### config.mk
export PLATFORM = sky130hd
export DESIGN_NAME = gate_sweep_ctrl_flat
export DESIGN_NICKNAME = d
export VERILOG_FILES = /design/src/rtl/gate_sweep_if.sv /design/src/rtl/gate_sweep_ctrl.sv /design/src/flat_wrapper.sv
export SDC_FILE = /design/constraint.sdc
export NUM_CORES = 1
export LEC_CHECK = 0
export ABC_AREA = 1
export CORE_MARGIN = 5
export CORE_UTILIZATION = 50
export DETAILED_ROUTE_END_ITERATION = 6
export PLACE_DENSITY = 0.78
export SLEW_MARGIN = 0
export SYNTH_ARGS = -nofsm -noshare
export SYNTH_HDL_FRONTEND = slang
export SYNTH_SLANG_ARGS = --single-unit
### constraint.sdc
create_clock -name clk -period 1.6 [get_ports clk]
set_input_delay 0.48 -clock clk [delete_from_list [all_inputs] [get_ports clk]]
set_output_delay 0.48 -clock clk [all_outputs]
set_load 0.005 [all_outputs]
### src/rtl/gate_sweep_if.sv
// gate_sweep_if: control, truth-table and gate-facing signals of the gate sweep sequencer
interface gate_sweep_if #(parameter int N_IN = 2);
  logic                 start;
  logic                 abort;
  logic [2**N_IN-1:0]   truth_tbl;
  logic                 gate_y;
  logic [N_IN-1:0]      gate_in;
  logic                 vec_valid;
  logic                 busy;
  logic                 done;
  logic                 pass;
  logic [N_IN:0]        err_cnt;
  logic [N_IN-1:0]      first_err_vec;
  modport master (
    output start, abort, truth_tbl, gate_y,
    input  gate_in, vec_valid, busy, done, pass, err_cnt, first_err_vec
  );
  modport slave (
    input  start, abort, truth_tbl, gate_y,
    output gate_in, vec_valid, busy, done, pass, err_cnt, first_err_vec
  );
endinterface

### src/rtl/gate_sweep_ctrl.sv
// gate_sweep_ctrl: steps a gate through every input vector, checks it against a truth table
module gate_sweep_ctrl #(
  parameter int N_IN = 2,
  parameter int HOLD = 5
) (
  input logic        clk,
  input logic        rst_n,
  gate_sweep_if.slave bus
);
  localparam int HW = HOLD > 1 ? $clog2(HOLD) : 1;
  typedef enum logic [1:0] {IDLE, DRIVE, DONE} state_t;
  state_t              state_q, state_d;
  logic [N_IN-1:0]     vec_q, vec_d, first_q, first_d;
  logic [HW-1:0]       hold_q, hold_d;
  logic [2**N_IN-1:0]  tbl_q, tbl_d;
  logic [N_IN:0]       err_q, err_d;
  logic                pass_q, pass_d;
  logic                last_hold;
  assign last_hold = hold_q == HW'(HOLD - 1);
  always_comb begin
    state_d = state_q;
    vec_d   = vec_q;
    hold_d  = hold_q;
    tbl_d   = tbl_q;
    err_d   = err_q;
    first_d = first_q;
    pass_d  = pass_q;
    if (state_q != DRIVE && bus.start) begin
      state_d = DRIVE;
      tbl_d   = bus.truth_tbl;
      vec_d   = '0;
      hold_d  = '0;
      err_d   = '0;
      first_d = '0;
      pass_d  = 1'b0;
    end else if (state_q == DONE) begin
      state_d = IDLE;
    end else if (state_q == DRIVE) begin
      if (bus.abort) begin
        state_d = IDLE;
        pass_d  = 1'b0;
      end else if (last_hold) begin
        if (bus.gate_y != tbl_q[vec_q]) begin
          err_d   = err_q + 1'b1;
          first_d = err_q == '0 ? vec_q : first_q;
        end
        // pass reflects the count including the final vector's compare
        if (&vec_q) begin
          state_d = DONE;
          pass_d  = err_d == '0;
        end else begin
          vec_d  = vec_q + 1'b1;
          hold_d = '0;
        end
      end else begin
        hold_d = hold_q + 1'b1;
      end
    end
  end
  always_ff @(posedge clk) begin
    if (!rst_n) begin
      state_q <= IDLE;
      vec_q   <= '0;
      hold_q  <= '0;
      tbl_q   <= '0;
      err_q   <= '0;
      first_q <= '0;
      pass_q  <= 1'b0;
    end else begin
      state_q <= state_d;
      vec_q   <= vec_d;
      hold_q  <= hold_d;
      tbl_q   <= tbl_d;
      err_q   <= err_d;
      first_q <= first_d;
      pass_q  <= pass_d;
    end
  end
  assign bus.gate_in       = state_q == DRIVE ? vec_q : '0;
  assign bus.vec_valid     = state_q == DRIVE;
  assign bus.busy          = state_q == DRIVE;
  assign bus.done          = state_q == DONE;
  assign bus.pass          = pass_q;
  assign bus.err_cnt       = err_q;
  assign bus.first_err_vec = first_q;
endmodule

### src/flat_wrapper.sv
// flat-port wrapper written by rule: the top's interface ports become plain ports
module gate_sweep_ctrl_flat 
#(
  parameter int N_IN = 2,
  parameter int HOLD = 5
)
  (clk, rst_n, bus_start, bus_abort, bus_truth_tbl, bus_gate_y, bus_gate_in, bus_vec_valid, bus_busy, bus_done, bus_pass, bus_err_cnt, bus_first_err_vec);
  gate_sweep_if #(.N_IN(N_IN)) bus_i ();
  input logic clk;
  input logic rst_n;
  input wire logic [$bits(bus_i.start)-1:0] bus_start;
  input wire logic [$bits(bus_i.abort)-1:0] bus_abort;
  input wire logic [$bits(bus_i.truth_tbl)-1:0] bus_truth_tbl;
  input wire logic [$bits(bus_i.gate_y)-1:0] bus_gate_y;
  output wire logic [$bits(bus_i.gate_in)-1:0] bus_gate_in;
  output wire logic [$bits(bus_i.vec_valid)-1:0] bus_vec_valid;
  output wire logic [$bits(bus_i.busy)-1:0] bus_busy;
  output wire logic [$bits(bus_i.done)-1:0] bus_done;
  output wire logic [$bits(bus_i.pass)-1:0] bus_pass;
  output wire logic [$bits(bus_i.err_cnt)-1:0] bus_err_cnt;
  output wire logic [$bits(bus_i.first_err_vec)-1:0] bus_first_err_vec;
  assign bus_i.start = bus_start;
  assign bus_i.abort = bus_abort;
  assign bus_i.truth_tbl = bus_truth_tbl;
  assign bus_i.gate_y = bus_gate_y;
  assign bus_gate_in = bus_i.gate_in;
  assign bus_vec_valid = bus_i.vec_valid;
  assign bus_busy = bus_i.busy;
  assign bus_done = bus_i.done;
  assign bus_pass = bus_i.pass;
  assign bus_err_cnt = bus_i.err_cnt;
  assign bus_first_err_vec = bus_i.first_err_vec;
  gate_sweep_ctrl #(.N_IN(N_IN), .HOLD(HOLD)) u_core (.clk(clk), .rst_n(rst_n), .bus(bus_i));
endmodule
# Word level (Yosys, flattened, before mapping)
# Cells that the tools add are included.
dict set report word_totals {
  register_bits 17
  output_inout_bits 11
  in_bits 9
}
dict set report op_classes {
  bitwise_logic 4
  magnitude_cmp 1
  reduce_logical 18
  n_eq_ne 6
  n_addsub 3
  n_mux 20
}
# operator count
set ops {}
lappend ops {{two-way mux 3 bit} 8}
lappend ops {{AND reduction 4 bit} 3}
lappend ops {{two-way mux 2 bit} 4}
lappend ops {{nonzero test 4 bit} 2}
lappend ops {{two-way mux 1 bit} 7}
lappend ops {{adder 3 x 1 -> 3 bit (second input constant)} 2}
lappend ops {{zero test 3 bit} 2}
lappend ops {{AND reduction 3 bit} 2}
lappend ops {{AND reduction 6 bit} 1}
lappend ops {{AND reduction 5 bit} 1}
lappend ops {{inverter 1 bit} 4}
lappend ops {{nonzero test 2 bit} 2}
lappend ops {{equality test 3 bit (second input constant)} 1}
lappend ops {{less-than comparator 2 x 3 -> 1 bit (second input constant)} 1}
lappend ops {{nonzero test 3 bit} 1}
lappend ops {{OR reduction 3 bit} 1}
lappend ops {{adder 2 x 1 -> 2 bit (second input constant)} 1}
lappend ops {{binary-select mux 1 bit (select 2 bit)} 1}
lappend ops {{equality test 2 x 1 -> 1 bit (second input constant)} 1}
lappend ops {{equality test 2 bit (second input constant)} 1}
lappend ops {{inequality test 2 x 1 -> 1 bit (second input constant)} 1}
lappend ops {{inequality test 2 bit (second input constant)} 1}
lappend ops {{AND reduction 2 bit} 1}
lappend ops {{OR reduction 2 bit} 1}
lappend ops {{2 further kinds} 2}

# Depth between registers and ports, before layout
# Gate-level depths: netlist of the first run.
dict set report depth {
  word_depth 13
  depth_mapped 11
  depth_no_buf 11
}

# Worst setup path before layout of the first run
# No wires, ideal clock.
dict set report synth_timing {
  kind {register to register}
  start {register u_core.state_q[1]}
  end {register u_core.err_q[0] (netlist: u_core.bus.err_cnt[0])}
  n_path_buf 0
  synth_period_minus_slack_ns 1.489
  slack_ns 0.111
  path_stages_with_launch 9
  required_ns 1.484
  t_arrival_ns 1.373
  setup_time_ns 0.116
  path_cell_list {dfxtp_1 inv_1 ha_1 nor2_1 nor2_4 inv_1 a21oi_1 o21ai_0 inv_1}
}
dict set report synth_between {
  elab_cells_between_ends 7
}
# item line_no
set synth_lines {}
lappend synth_lines {{from (decl)} gate_sweep_ctrl.sv:12} ;# state_t state_q, state_d;
lappend synth_lines {{from (signal assigned)} gate_sweep_ctrl.sv:70} ;# state_q <= state_d;
lappend synth_lines {{equality test 2 x 1 -> 1 bit} n/a}
lappend synth_lines {{named net bus_busy} flat_wrapper.sv:17} ;# output wire logic [$bits(bus_i.busy)-1:0] bus_busy;
lappend synth_lines {{AND reduction 4 bit (no source line)} n/a}
lappend synth_lines {{to (signal assigned)} gate_sweep_ctrl.sv:74} ;# err_q <= err_d;
lappend synth_lines {{to (decl)} gate_sweep_ctrl.sv:16} ;# logic [N_IN:0] err_q, err_d;
# The timed path passes the listed nets, and every way through them passes these cells.
# A chain may end at the register's enable or synchronous reset.

# Worst setup path in the final report of the first run
dict set report layout_timing {
  start {register u_core.state_q[1]}
  end {output bus_gate_in[1]}
}
dict set report layout_between {
  elab_chain_cells 2
}
# item line_no
set layout_lines {}
lappend layout_lines {{equality test 2 x 1 -> 1 bit} gate_sweep_ctrl.sv:79} ;# assign bus.gate_in = state_q == DRIVE ? vec_q : '0;
lappend layout_lines {{two-way mux 2 bit} gate_sweep_ctrl.sv:79}
lappend layout_lines {{to (decl)} flat_wrapper.sv:15} ;# output wire logic [$bits(bus_i.gate_in)-1:0] bus_gate_in;
# No other way between the ends.

==> out/metrics.csv, run 1 <==
stage;metric;value;unit
final_layout;commonest cells after routing, fill and taps aside;inv_1, buf_4, nand2_1, nor2_1;
synthesis;Synth cell types;25;
route;met1 WL;1.33;mm
min_path;Worst Hold Class;flop to flop;
placed_design;Placed Area;0.00138;mm²
final_layout;Layout fillers;131;
placed_design;Detailed Place HPWL;1.91;mm
cts;worst-skew pair later-pin latency;0.29;ns
placed_design;# placed instances;207;
power_and_ir_drop;leak pwr;0.748;nW
route;drt drc;0;
grt;total gr overflow;0;
cts;TritonCTS Buffers;3;
worst_setup_path;Slowest Stage Delay on Critical Path;0.36;ns
placed_design;Placement Setup Slack;-0.310;ns
power_and_ir_drop;total power;0.936;mW
worst_setup_path;Startpoint Class;flop;
synthesis;FF+latch count, synth;17;
timing;Fin. Hold Viols;0;
worst_setup_path;Crit path top cell by count;inv_2;
worst_setup_path;Setup CP Type;flop to output port;
cts;clock tree buffer depth;2;
route;Antenna Nets Post-Route;0;
final_layout;Sequential Area;355;µm²
power_and_ir_drop;pwr dens;588;mW/mm²
outcome;outcome;complete, but fails checks;
timing;Slew Limit Headroom;78.0;%
worst_setup_path;CP max FO;3;
timing;RSZ-0062 raised after global routing;true;
cts;CTS tree;yes;
timing;final worst-path setup slack;-0.0114;ns
timing;Setup violations, final;1;
synthesis;Syn. warnings;0;
cts;Hold-fix buffers, CTS;0;
worst_setup_path;CP cell instances;inv_2 > ha_4 > nand2_2 > inv_2 > buf_6;
cts;clk slew on worst S/H paths;0.10;ns
route;per-cell routed wire length;14.4;µm
synthesis;Seq/Total Area, Yosys;33.5;%
final_layout;nets;209;
worst_setup_path;CP max stage cell;dfxtp_2;
route;Via density;5.25;
final_layout;area of the multi-input gates;673;µm²
route;uppermost layer routed;met4;
cts;H-tree depth;1;
route;Via Count;1144;
synthesis;Mapped Area;0.00102;mm²
final_layout;final core occ;82.0;%
route;Routed WL;3.13;mm
synthesis;Synth Net Count;160;
die;Starting Density;52.4;%
die;Die X-Extent;55.1;µm
timing;Max Fclk;621;MHz
grt;vias in the first global route;1092;
final_layout;final instance area;0.00159;mm²
timing;Final period util;101;%
grt;largest net degree at the start of global routing;10;
cts;clock sink count;17;
cts;CTS root buffer;clkbuf_4;
route;met3 routed WL;135;µm
timing;Worst Tran Pin Value;0.330;ns
placed_design;RD Place Congestion;0.912;
route;Met2 Wirelength;1.57;mm
timing;Worst Clk Skew;0.00467;ns
outcome;failing checks;negative setup slack;
synthesis;Mean Syn Cell Area;7.11;µm²
timing;minimum clock period;1.61;ns
grt;initial antenna violation count;0;
die;Placement Rows;16;
die;Die Y;55.1;µm
grt;GRT Overall Usage;20.9;%
die;IO Pins;20;
grt;first-pass GRT wire length;4.57;mm
route;Pre-Repair DR Iteration Count;4;
final_layout;most common cell after layout, fill and taps aside;inv_1;
timing;setup TNS;-0.0114;ns
synthesis;Syn Inst Count;143;
die;area of the core;0.00194;mm²
placed_design;I/O Buffers;19;
timing;Hold WS;0.453;ns
die;die area;0.00304;mm²
power_and_ir_drop;Peak VDD IR;0.525;mV
route;DRT iter0 DRCs;16;
timing;max-slew violations;0;
final_layout;layout cells sized above 1;42.4;%
job;Max Cap Viol;0;
final_layout;antenna diode count;0;
worst_setup_path;Worst setup EP type;output port;
worst_setup_path;critical path arrival;1.13;ns
final_layout;P&R area growth vs syn;56.6;%
worst_setup_path;Required @ worst endpoint;1.12;ns
final_layout;final cell count without fillers;218;
[repair_timing]
item                                    4_1_cts  5_1_grt
endpoints found under the setup margin       19       22
cloned                                        0        0
gates resized for setup                      47       30
pin swaps                                     0        4
hold endpoints to repair                      0        0
buffers inserted                              4        3
[state kept, by name (all words and copies together), names as in the netlist]
register,count
u_core.tbl_q,4
u_core.hold_q,3
u_core.state_q,2
u_core.bus.first_err_vec,2
u_core.bus.pass,1
u_core.vec_q,2
u_core.bus.err_cnt,3
[power by group]
part / internal, mW / switching, mW / leakage (nW)
clock network: 0.0971 / 0.142 / 0.0150
registers: 0.436 / 0.0116 / 0.143
logic: 0.125 / 0.125 / 0.590
[final cells by class]
| type | count | area share, % |
|---|---|---|
| multi-input cells | 95 | 42.3 |
| repair buffers | 45 | 24.4 |
| well taps | 27 | 2.12 |
| inverters | 30 | 7.23 |
| clock buffers | 4 | 1.65 |
| flip-flops and latches | 17 | 22.3 |
[final timing paths]
| check | startpoint | end | slack (ns) | cells after the start |
|---|---|---|---|---|
| worst max-delay path | u_core.state_q[1]$_SDFFE_PP0P_ | bus_gate_in[1] | -0.01 | 5 |
| worst max register to register | u_core.state_q[1]$_SDFFE_PP0P_ | u_core.state_q[0]$_SDFFE_PN0P_ | 0.01 | 9 |
| worst min-delay path | u_core.bus.first_err_vec[0]$_SDFFE_PP0P_ | u_core.bus.first_err_vec[0]$_SDFFE_PP0P_ | 0.45 | 2 |
| worst min register to register | u_core.bus.first_err_vec[0]$_SDFFE_PP0P_ | u_core.bus.first_err_vec[0]$_SDFFE_PP0P_ | 0.45 | 2 |
[Yosys cell counts]
| library cell | instances | share of area, % |
|---|---|---|
| nor3_1 | 3 | 1.5 |
| ha_1 | 8 | 9.8 |
| inv_2 | 1 | 0.37 |
| inv_1 | 29 | 11 |
| dfxtp_1 | 17 | 33 |
| nand2_2 | 3 | 1.8 |
| a31oi_1 | 1 | 0.62 |
| a2111oi_0 | 1 | 0.86 |
| nor2_4 | 1 | 1.1 |
| xor2_1 | 1 | 0.86 |
| o21ai_2 | 1 | 0.86 |
| o21ai_0 | 10 | 4.9 |
| buf_4 | 1 | 0.74 |
| a21oi_2 | 1 | 0.86 |
| nand3_1 | 5 | 2.5 |
| o21ai_1 | 1 | 0.49 |
| o32ai_1 | 1 | 0.86 |
| nand2_1 | 24 | 8.9 |
| nand2_4 | 1 | 1.1 |
| nand3_2 | 5 | 4.9 |
| a21oi_1 | 13 | 6.4 |
| nor2_1 | 12 | 4.4 |
| nand4_1 | 1 | 0.62 |
| nand3b_1 | 1 | 0.74 |
| nor2_2 | 1 | 0.62 |
[per-layer routing]
| layer | vias up | global-route usage (%) |
|---|---|---|
| li1 | 552 | - |
| met1 | 540 | 22.9 |
| met2 | 39 | 39.2 |
| met3 | 13 | 3.22 |
| met4 | 0 | 8.91 |
| met5 | - | 0 |
[worst max-delay path, delay by kind of cell (launching register included)]
| family | cells | cell delay (ns) |
|---|---|---|
| flip-flops | 1 | 0.36 |
| buffers and inverters | 3 | 0.23 |
| adder cells (fa/ha/maj) | 1 | 0.17 |
| AND/OR/NAND/NOR | 1 | 0.08 |
[cell families (layout without fill, tap and decap cells)]
logic type               Yosys count  after routing  share of synthesized area, %
AO/OA/AOI/OAI                     29             29                          15.9
adder cells (fa/ha/maj)            8              8                          9.84
flip-flops                        17             17                          33.5
buffers and inverters             31             79                          11.8
XOR/XNOR                           1              1                         0.861
AND/OR/NAND/NOR                   57             57                          28.2
Power figures use the tool's default switching activity.
==> inputs of run 2 (changes only) <==
--- a/config.mk
+++ b/config.mk
@@ -6,7 +6,6 @@
 export NUM_CORES = 1
 export LEC_CHECK = 0
 export ABC_AREA = 1
-export CORE_MARGIN = 5
 export CORE_UTILIZATION = 50
 export DETAILED_ROUTE_END_ITERATION = 6
 export PLACE_DENSITY = 0.78
==> out/metrics.csv, run 2 (synthesized netlist as in run 1, its figures left out) <==
stage;metric;value;unit
outcome;failing checks;negative setup slack;
min_path;Worst Hold Class;flop to flop;
timing;setup TNS;-0.627;ns
worst_setup_path;Required @ worst endpoint;1.84;ns
power_and_ir_drop;pwr dens;598;mW/mm²
die;Die X-Extent;47.1;µm
grt;vias in the first global route;1047;
cts;CTS tree;yes;
final_layout;layout cells sized above 1;45.4;%
route;Pre-Repair DR Iteration Count;4;
power_and_ir_drop;leak pwr;0.778;nW
timing;Setup violations, final;7;
timing;final worst-path setup slack;-0.170;ns
worst_setup_path;Worst setup EP type;flop;
power_and_ir_drop;Peak VDD IR;0.572;mV
grt;total gr overflow;0;
die;Starting Density;55.9;%
cts;clock tree buffer depth;2;
cts;clk slew on worst S/H paths;0.11;ns
final_layout;nets;212;
die;area of the core;0.00182;mm²
job;Max Cap Viol;0;
placed_design;I/O Buffers;19;
cts;worst-skew pair later-pin latency;0.31;ns
placed_design;Detailed Place HPWL;1.86;mm
timing;Worst Tran Pin Value;0.297;ns
final_layout;Largest Register;u_core.tbl_q;
worst_setup_path;CP max stage cell;dfxtp_4;
timing;Slew Limit Headroom;80.2;%
worst_setup_path;CP cell instances;buf_6 > ha_4 > buf_6 > inv_2 > nor2_1 > inv_1 > buf_4 > nor2_1 > o21ai_0 > a21oi_1;
grt;initial antenna violation count;0;
outcome;outcome;complete, but fails checks;
die;IO Pins;20;
placed_design;RD Place Congestion;0.807;
worst_setup_path;Startpoint Class;flop;
final_layout;final cell count without fillers;219;
route;Via density;5.71;
final_layout;commonest cells after routing, fill and taps aside;buf_4, inv_1, nand2_1, a21oi_1;
cts;clock sink count;17;
route;drt drc;0;
timing;max-slew violations;0;
timing;Worst Clk Skew;0.00738;ns
cts;Hold-fix buffers, CTS;0;
timing;Hold WS;0.465;ns
timing;Max Fclk;565;MHz
route;per-cell routed wire length;17.2;µm
die;Die Y;47.1;µm
route;Routed WL;3.77;mm
timing;RSZ-0062 raised after global routing;true;
worst_setup_path;CP max FO;4;
worst_setup_path;Setup CP Type;flop to flop;
timing;Final period util;111;%
worst_setup_path;critical path arrival;2.01;ns
die;Placement Rows;15;
route;Antenna Nets Post-Route;0;
final_layout;most common cell after layout, fill and taps aside;buf_4;
final_layout;antenna diode count;0;
placed_design;# placed instances;202;
timing;minimum clock period;1.77;ns
route;Via Count;1250;
cts;TritonCTS Buffers;3;
grt;GRT Overall Usage;29.9;%
grt;largest net degree at the start of global routing;11;
cts;CTS root buffer;clkbuf_4;
timing;Fin. Hold Viols;0;
worst_setup_path;Slowest Stage Delay on Critical Path;0.37;ns
cts;H-tree depth;1;
final_layout;Largest register FFs;4;
grt;first-pass GRT wire length;4.52;mm
final_layout;Layout fillers;83;
final_layout;P&R area growth vs syn;59.8;%
route;DRT iter0 DRCs;74;
die;die area;0.00222;mm²
run 2: cell type report:
type | instances | area [µm²] | share of cell area (%)
clock buffers | 3 | 22.5 | 1.39
clock inverters | 1 | 5.00 | 0.308
flip-flops and latches | 17 | 363 | 22.3
well taps | 25 | 31.3 | 1.92
multi-input cells | 95 | 686 | 42.2
inverters | 30 | 120 | 7.39
repair buffers | 48 | 398 | 24.5
run 2: power by group:
group          leakage, nW  switching [mW]  internal [mW]
sequential           0.145         0.00863          0.434
combinational        0.615           0.149          0.125
clock               0.0177           0.162         0.0937
total                0.778           0.319          0.653
run 2: worst max-delay path: cells and delay by family (launching register included):
family / cells / cell delay [ns]
buffers and inverters: 5 / 0.53
AO/OA/AOI/OAI: 2 / 0.30
AND/OR/NAND/NOR: 2 / 0.34
adder cells (fa/ha/maj): 1 / 0.16
flip-flops: 1 / 0.37
run 2: final timing paths:
check                                       from                       endpoint  slack (ns)  cells past startpoint
setup reg to reg  u_core.state_q[0]$_SDFFE_PN0P_  u_core.hold_q[0]$_SDFFE_PP0P_       -0.17                     10
hold / removal      u_core.tbl_q[2]$_SDFFE_PN0P_   u_core.tbl_q[2]$_SDFFE_PN0P_        0.47                      2
setup / recovery  u_core.state_q[0]$_SDFFE_PN0P_  u_core.hold_q[0]$_SDFFE_PP0P_       -0.17                     10
hold reg to reg     u_core.tbl_q[2]$_SDFFE_PN0P_   u_core.tbl_q[2]$_SDFFE_PN0P_        0.47                      2
run 2: routing by layer:
layer	wire length, µm	GRT usage, %	vias to the layer above	part of all wire [%]
met5	0	0	-	0
met2	1870	53.1	91	50
met4	201	16.0	0	5.3
met1	1400	34.1	571	37
met3	297	5.00	30	7.9
li1	-	-	558	-
run 2: what timing repair did:
action / in CTS / in global routing
endpoints found under the setup margin: 16 / 16
pin swaps: 1 / 11
endpoints found under the hold margin: 0 / 0
gates resized for setup: 45 / 39
buffers inserted: 7 / 6
run 2: metrics by stage:
stage | total power [mW] | area (µm²) | util [%] | worst slack [ns]
after floorplan | 0.554 | 1020 | - | 0.111
after CTS | 0.901 | 1490 | 82.1 | -0.120
after global routing | 1.01 | 1630 | 89.3 | -0.221
after global placement | 0.640 | 1350 | 74.2 | -0.253
final | 0.972 | 1630 | 89.3 | -0.170
after detailed placement | 0.646 | 1350 | 74.2 | -0.326
==> inputs of run 3 (changes only) <==
--- a/config.mk
+++ b/config.mk
@@ -6,6 +6,7 @@
 export NUM_CORES = 1
 export LEC_CHECK = 0
 export ABC_AREA = 1
+export CORE_MARGIN = 1
 export CORE_UTILIZATION = 50
 export DETAILED_ROUTE_END_ITERATION = 6
 export PLACE_DENSITY = 0.78
==> constraint.sdc (replaced) <==
create_clock -name clk -period 1.6 [get_ports clk]
set_input_delay 0.48 -clock clk [delete_from_list [all_inputs] [get_ports clk]]
set_output_delay 0.48 -clock clk [all_outputs]
set_load 0.02 [all_outputs]
==> out/metrics.csv, run 3 (synthesized netlist as in run 1, its figures left out) <==
stage;metric;value;unit
power_and_ir_drop;Clk network pwr share;26.3;%
timing;RSZ-0062 raised after global routing;true;
timing;Fin. Hold Viols;0;
timing;Slew Limit Headroom;81.6;%
worst_setup_path;Buffers & Inverters on Critical Path;3;
cts;clock tree buffer depth;2;
placed_design;# placed instances;206;
cts;CTS root buffer;clkbuf_4;
timing;Worst Clk Skew;0.00573;ns
final_layout;layout cells sized above 1;34.2;%
cts;worst-skew pair later-pin latency;0.30;ns
final_layout;final core occ;82.5;%
cts;TritonCTS Buffers;3;
job;Max Cap Viol;0;
route;Routed WL;2.65;mm
power_and_ir_drop;pwr dens;604;mW/mm²
min_path;hold depth;1;
final_layout;Layout fillers;131;
final_layout;Largest Register;u_core.tbl_q;
grt;first-pass GRT wire length;3.80;mm
placed_design;I/O Buffers;19;
die;Die Y;47.1;µm
timing;Max Fclk;625;MHz
worst_setup_path;critical path arrival;1.12;ns
timing;max-slew violations;0;
route;Met2 Wirelength;1.34;mm
route;uppermost layer routed;met4;
cts;CTS tree;yes;
route;DRT iter0 DRCs;23;
worst_setup_path;Setup CP Type;flop to output port;
route;met1 WL;1.17;mm
power_and_ir_drop;leak pwr;0.706;nW
worst_setup_path;Worst R2R End;u_core.hold_q[2]$_SDFFE_PP0P_;
cts;clk slew on worst S/H paths;0.10;ns
route;per-cell routed wire length;12.5;µm
worst_setup_path;CP max stage cell;dfxtp_2;
grt;initial antenna violation count;0;
power_and_ir_drop;Flop pwr share;49.3;%
worst_setup_path;worst reg2reg path startpoint;u_core.state_q[1]$_SDFFE_PP0P_;
timing;Hold WS;0.450;ns
die;IO Pins;20;
power_and_ir_drop;switching portion of total power;30.2;%
placed_design;Detailed Place HPWL;1.97;mm
worst_setup_path;CP max FO;3;
cts;H-tree depth;1;
min_path;Worst Hold Class;flop to flop;
final_layout;antenna diode count;0;
final_layout;Largest register FFs;4;
final_layout;final cell count without fillers;212;
route;Pre-Repair DR Iteration Count;5;
worst_setup_path;CP cell instances;inv_2 > ha_4 > nand2_1 > inv_1 > buf_6;
worst_setup_path;Required @ worst endpoint;1.12;ns
worst_setup_path;r2r setup slk;0.09;ns
timing;final worst-path setup slack;-0.000523;ns
die;die area;0.00222;mm²
die;Die X-Extent;47.1;µm
grt;largest net degree at the start of global routing;11;
worst_setup_path;worst reg2reg path depth;9;
power_and_ir_drop;switching power;0.274;mW
die;Starting Density;55.9;%
timing;Setup violations, final;1;
power_and_ir_drop;Peak VDD IR;0.659;mV
timing;Final period util;100;%
outcome;failing checks;negative setup slack;
worst_setup_path;CP delay by family, top;flip-flops;
route;met3 routed WL;63;µm
grt;vias in the first global route;941;
final_layout;nets;205;
grt;GRT Overall Usage;24.9;%
worst_setup_path;Startpoint Class;flop;
route;drt drc;0;
timing;Worst Tran Pin Value;0.276;ns
route;Via Count;1071;
cts;clock sink count;17;
placed_design;RD Place Congestion;0.880;
worst_setup_path;Worst setup EP type;output port;
power_and_ir_drop;Int Power;0.633;mW
power_and_ir_drop;part of the power in combinational logic;24.4;%
final_layout;most common cell after layout, fill and taps aside;inv_1;
route;Via density;5.05;
worst_setup_path;Slowest Stage Delay on Critical Path;0.35;ns
die;area of the core;0.00182;mm²
die;Placement Rows;15;
outcome;outcome;complete, but fails checks;
final_layout;P&R area growth vs syn;47.7;%
route;Antenna Nets Post-Route;0;
timing;minimum clock period;1.60;ns
final_layout;commonest cells after routing, fill and taps aside;inv_1, nand2_1, buf_4, dfxtp_1, a21oi_1;
min_path;HP Start;u_core.hold_q[0]$_SDFFE_PP0P_;
grt;total gr overflow;0;
min_path;worst min-delay path endpoint;u_core.hold_q[0]$_SDFFE_PP0P_;
-- run 3: cell types whose count changed in the layout (fill, tap and decap cells not counted), moves of 3 or more --
cell	previous run	this run
o21ai_0	7	10
dfxtp_2	9	3
inv_4	3	0
inv_1	23	27
dfxtp_1	5	13
o21ai_1	4	1
nand2_1	20	23
buf_4	27	22
-- run 3: area by class of cell --
type	count	area [µm²]	share of cell area (%)
clock buffer	3	22.5	1.50
clock inverter	1	5.00	0.333
inverter	30	113	7.49
multi-input combinational	95	639	42.5
sequential	17	348	23.1
tap	25	31.3	2.08
timing repair buffer	41	344	22.9
-- run 3: worst max path at each step --
stage / to / slack [ns] / cells after the start / start
after floorplan: u_core.bus.err_cnt[0]$_SDFFE_PP0P_ / 0.03 / 8 / u_core.state_q[1]$_SDFFE_PP0P_
after global placement: u_core.bus.first_err_vec[0]$_SDFFE_PP0P_ / -0.26 / 7 / bus_abort
after detailed placement: u_core.bus.first_err_vec[0]$_SDFFE_PP0P_ / -0.33 / 7 / bus_abort
after CTS: bus_done / -0.02 / 3 / u_core.state_q[0]$_SDFFE_PN0P_
after global routing: bus_gate_in[1] / -0.05 / 5 / u_core.state_q[1]$_SDFFE_PP0P_
final: bus_gate_in[1] / -0.0005 / 5 / u_core.state_q[1]$_SDFFE_PP0P_
-- run 3: power groups by stage --
| stage | clock network [mW] | registers (mW) | logic (mW) |
|---|---|---|---|
| floorplan | 0 | 0.453 | 0.109 |
| global placement | 0 | 0.455 | 0.196 |
| detailed placement | 0 | 0.455 | 0.204 |
| CTS | 0.252 | 0.447 | 0.204 |
| global route | 0.269 | 0.449 | 0.239 |
| finish | 0.239 | 0.448 | 0.221 |
-- run 3: per-stage QoR --
step | TNS (ns) | area [µm²] | setup slack (ns) | power [mW]
final | -0.000523 | 1500 | -0.000523 | 0.907
after global routing | -0.0979 | 1500 | -0.0481 | 0.957
after CTS | -0.0202 | 1410 | -0.0202 | 0.903
after detailed placement | -3.72 | 1380 | -0.330 | 0.659
after global placement | -2.64 | 1380 | -0.257 | 0.651
after floorplan | 0 | 1020 | 0.0312 | 0.562
-- run 3: worst reg2reg max path: cells and delay by family (launching register included) --
| kind | cells | cell delay [ns] |
|---|---|---|
| fa+ha+maj | 1 | 0.17 |
| buf+inv | 5 | 0.71 |
| simple gates | 2 | 0.13 |
| compound gates | 1 | 0.04 |
| flops | 1 | 0.35 |
-- run 3: per-layer routing --
metal | vias up | track usage [%]
met5 | - | 0
li1 | 548 | -
met4 | 0 | 13.7
met2 | 22 | 41.9
met3 | 8 | 3.85
met1 | 493 | 30.4
-- run 3: timing repair --
item,in CTS,in global routing
endpoints found under the hold margin,0,0
setup buffers,0,2
hold buffers,0,0
setup endpoints to repair,14,17
gates cloned,0,0
pin swaps,0,5
gates resized for setup,37,20
==> RTL change, RTL diff (flow settings as in run 3) <==
Reset style: asynchronous (`rst_n`), changed in one clocked block.
--- a/src/rtl/gate_sweep_ctrl.sv
+++ b/src/rtl/gate_sweep_ctrl.sv
@@ -59,3 +59,3 @@
   end
-  always_ff @(posedge clk) begin
+  always_ff @(posedge clk or negedge rst_n) begin
     if (!rst_n) begin
Function: differs if rst_n is asserted again (counterexample within 4 cycles, from zero or initial values and one cycle with rst_n low); with rst_n held inactive, the same outputs for 10 cycles.
==> RTL change against run 3 <==
Clock skew down 4.4 ps; largest cell class unchanged; the flow still finishes with violations (setup timing); core utilization down 0.28 points; routed wire length is 6.4% higher; final area decreased by 0.33%; critical path type is now reg2reg; synthesized area rose by 0.37%; setup slack worse by 70 ps; sequential cell count stayed put.
Power is not compared: it rests on default switching activity, and its combinational part moved more than twofold at a synthesized area within 25%.
==> RTL change: results (changes against run 3) <==
qor: sta.final_critical_path_setup_slack -70.4 ps [-69.9 ps]
qor: global_route.first_pass_grt_wire_length 3840 µm [+1.3%]
qor: sta.tns -349 ps [-348 ps]
qor: worst_setup_path.worstPathMaxFanout 6 [+3]
qor: worst_setup_path.startpoint_of_the_worst_slack_reg_to_reg_timing_path u_core.state_q[1]$_DFFE_PN0P_
qor: synthesis.async_flop_share 100% [+100 points]
qor: routing.detailedRoute.firstIterationViolations 17 [-26%]
qor: sta.final-setup-viol-count 10 [+9]
qor: synthesis.commonest_cells_in_the_netlist 36 x sky130_fd_sc_hd__nand2_1, 17 x sky130_fd_sc_hd__dfrtp_1, 17 x sky130_fd_sc_hd__inv_1, 9 x sky130_fd_sc_hd__nand3_1, 8 x sky130_fd_sc_hd__nand2_2
qor: final_layout.layout-drive-gt1-share 40.9% [+6.6 points]
qor: placement.detailedPlacementHpwl 1780 µm [-9.7%]
qor: worst_setup_path.ff2ff_path_depth 8 [-1]
qor: synthesis.synth.area.top_cells sky130_fd_sc_hd__dfrtp_1 42%, sky130_fd_sc_hd__nand2_1 13%, sky130_fd_sc_hd__ha_1 8.6%
qor: global_route.grt_pass1_vias 958 [+1.8%]
qor: worst_setup_path.regToRegEndpoint u_core.hold_q[2]$_DFFE_PN0P_
qor: global_route.grt_usage 25.2% [+0.28 points]
qor: run_status.outcome finished with violations
qor: sta.fin_hold_ws 484 ps [+33.1 ps]
qor: final_layout.finalNonFillerCells 189 [-11%]
qor: worst_setup_path.critPathMaxStageDelay 420 ps [+70 ps]
qor: sta.timing.slew.headroom 80.3% [-1.3 points]
qor: sta.timing.clock.skew 1.37 ps [-4.36 ps]
qor: placement.gpl.final_weighted_congestion 0.813 [-7.6%]
qor: synthesis.synth_ff_type sky130_fd_sc_hd__dfrtp_1
qor: global_route.pin_count_of_the_biggest_net_entering_global_routing 18 [+7]
qor: synthesis.syn-mean-instance-area 7.98 µm² [+12%]
qor: run_status.violations setup timing
## RTL change: changes by cell type after synthesis, sizes merged, moves of 3 or more
cell and change:
dfxtp -17, o21ai -3, nand2 +16, nor2 -6, dfrtp +17, nor3 -3, inv -11, a21oi -11
## RTL change: area by class of cell
type / count / area, µm²
Clock buffer: 3 / 22.5
Clock inverter: 1 / 5.00
Fill cell: 104 / 323
Inverter: 19 / 71.3
Multi-Input combinational cell: 90 / 633
Sequential cell: 17 / 425
Tap cell: 25 / 31.3
Timing Repair Buffer: 34 / 309
## RTL change: where the power goes
group	switching [mW]	internal, mW	leakage, nW
combinational	0.838	0.581	0.542
clock	0.154	0.0933	0.0177
sequential	0.114	0.562	0.224
## RTL change: cell families after synthesis
kind of cell / Yosys count / synth area share, %
buf+inv: 21 / 8.46
fa+ha+maj: 7 / 8.58
compound gates: 17 / 10.7
flops: 17 / 41.7
simple gates: 65 / 29.8
xor+xnor: 1 / 0.858
## RTL change: how the worst max path moves through the flow
stage | from | endpoint | slack (ps) | cells after the start
floorplan | u_core.state_q[1]$_DFFE_PN0P_ | u_core.bus.first_err_vec[1]$_DFFE_PN0P_ | 90 | 11
global placement | u_core.state_q[1]$_DFFE_PN0P_ | bus_gate_in[0] | -190 | 5
detailed placement | u_core.state_q[1]$_DFFE_PN0P_ | bus_gate_in[0] | -230 | 5
CTS | u_core.state_q[1]$_DFFE_PN0P_ | bus_done | -90 | 4
global route | u_core.state_q[1]$_DFFE_PN0P_ | u_core.hold_q[2]$_DFFE_PN0P_ | -120 | 8
finish | u_core.state_q[1]$_DFFE_PN0P_ | u_core.hold_q[2]$_DFFE_PN0P_ | -70 | 8
## RTL change: routing by layer
layer | GRT usage (%) | up-vias | share of wire [%]
li1 | - | 481 | -
met1 | 27.3 | 496 | 38
met2 | 45.8 | 26 | 56
met3 | 4.23 | 14 | 2.8
met4 | 14.9 | 0 | 3.3
met5 | 0 | - | 0
## RTL change: timing repair
item / 4_1_cts / 5_1_grt
setup endpoints to repair: 14 / 18
pin swaps: 6 / 12
resized for setup: 47 / 27
buffers inserted: 2 / 0
cloned: 0 / 0
## RTL change: critical path: cells and delay by family, from the launching register on
family | cells | cell delay [ps]
buffers and inverters | 2 | 260
and+or+nand+nor | 2 | 280
DFF | 1 | 420
AOI/OAI and AO/OA | 3 | 490
adders and majority gates | 1 | 160
## RTL change: stage by stage
step / setup WS, ps / cell area, µm² / power (mW)
final: -70.4 / 1500 / 2.34
after global routing: -115 / 1500 / 2.48
after CTS: -95.0 / 1430 / 2.17
after detailed placement: -230 / 1340 / 1.80
after global placement: -192 / 1340 / 1.73
after floorplan: 86.5 / 1020 / 1.39
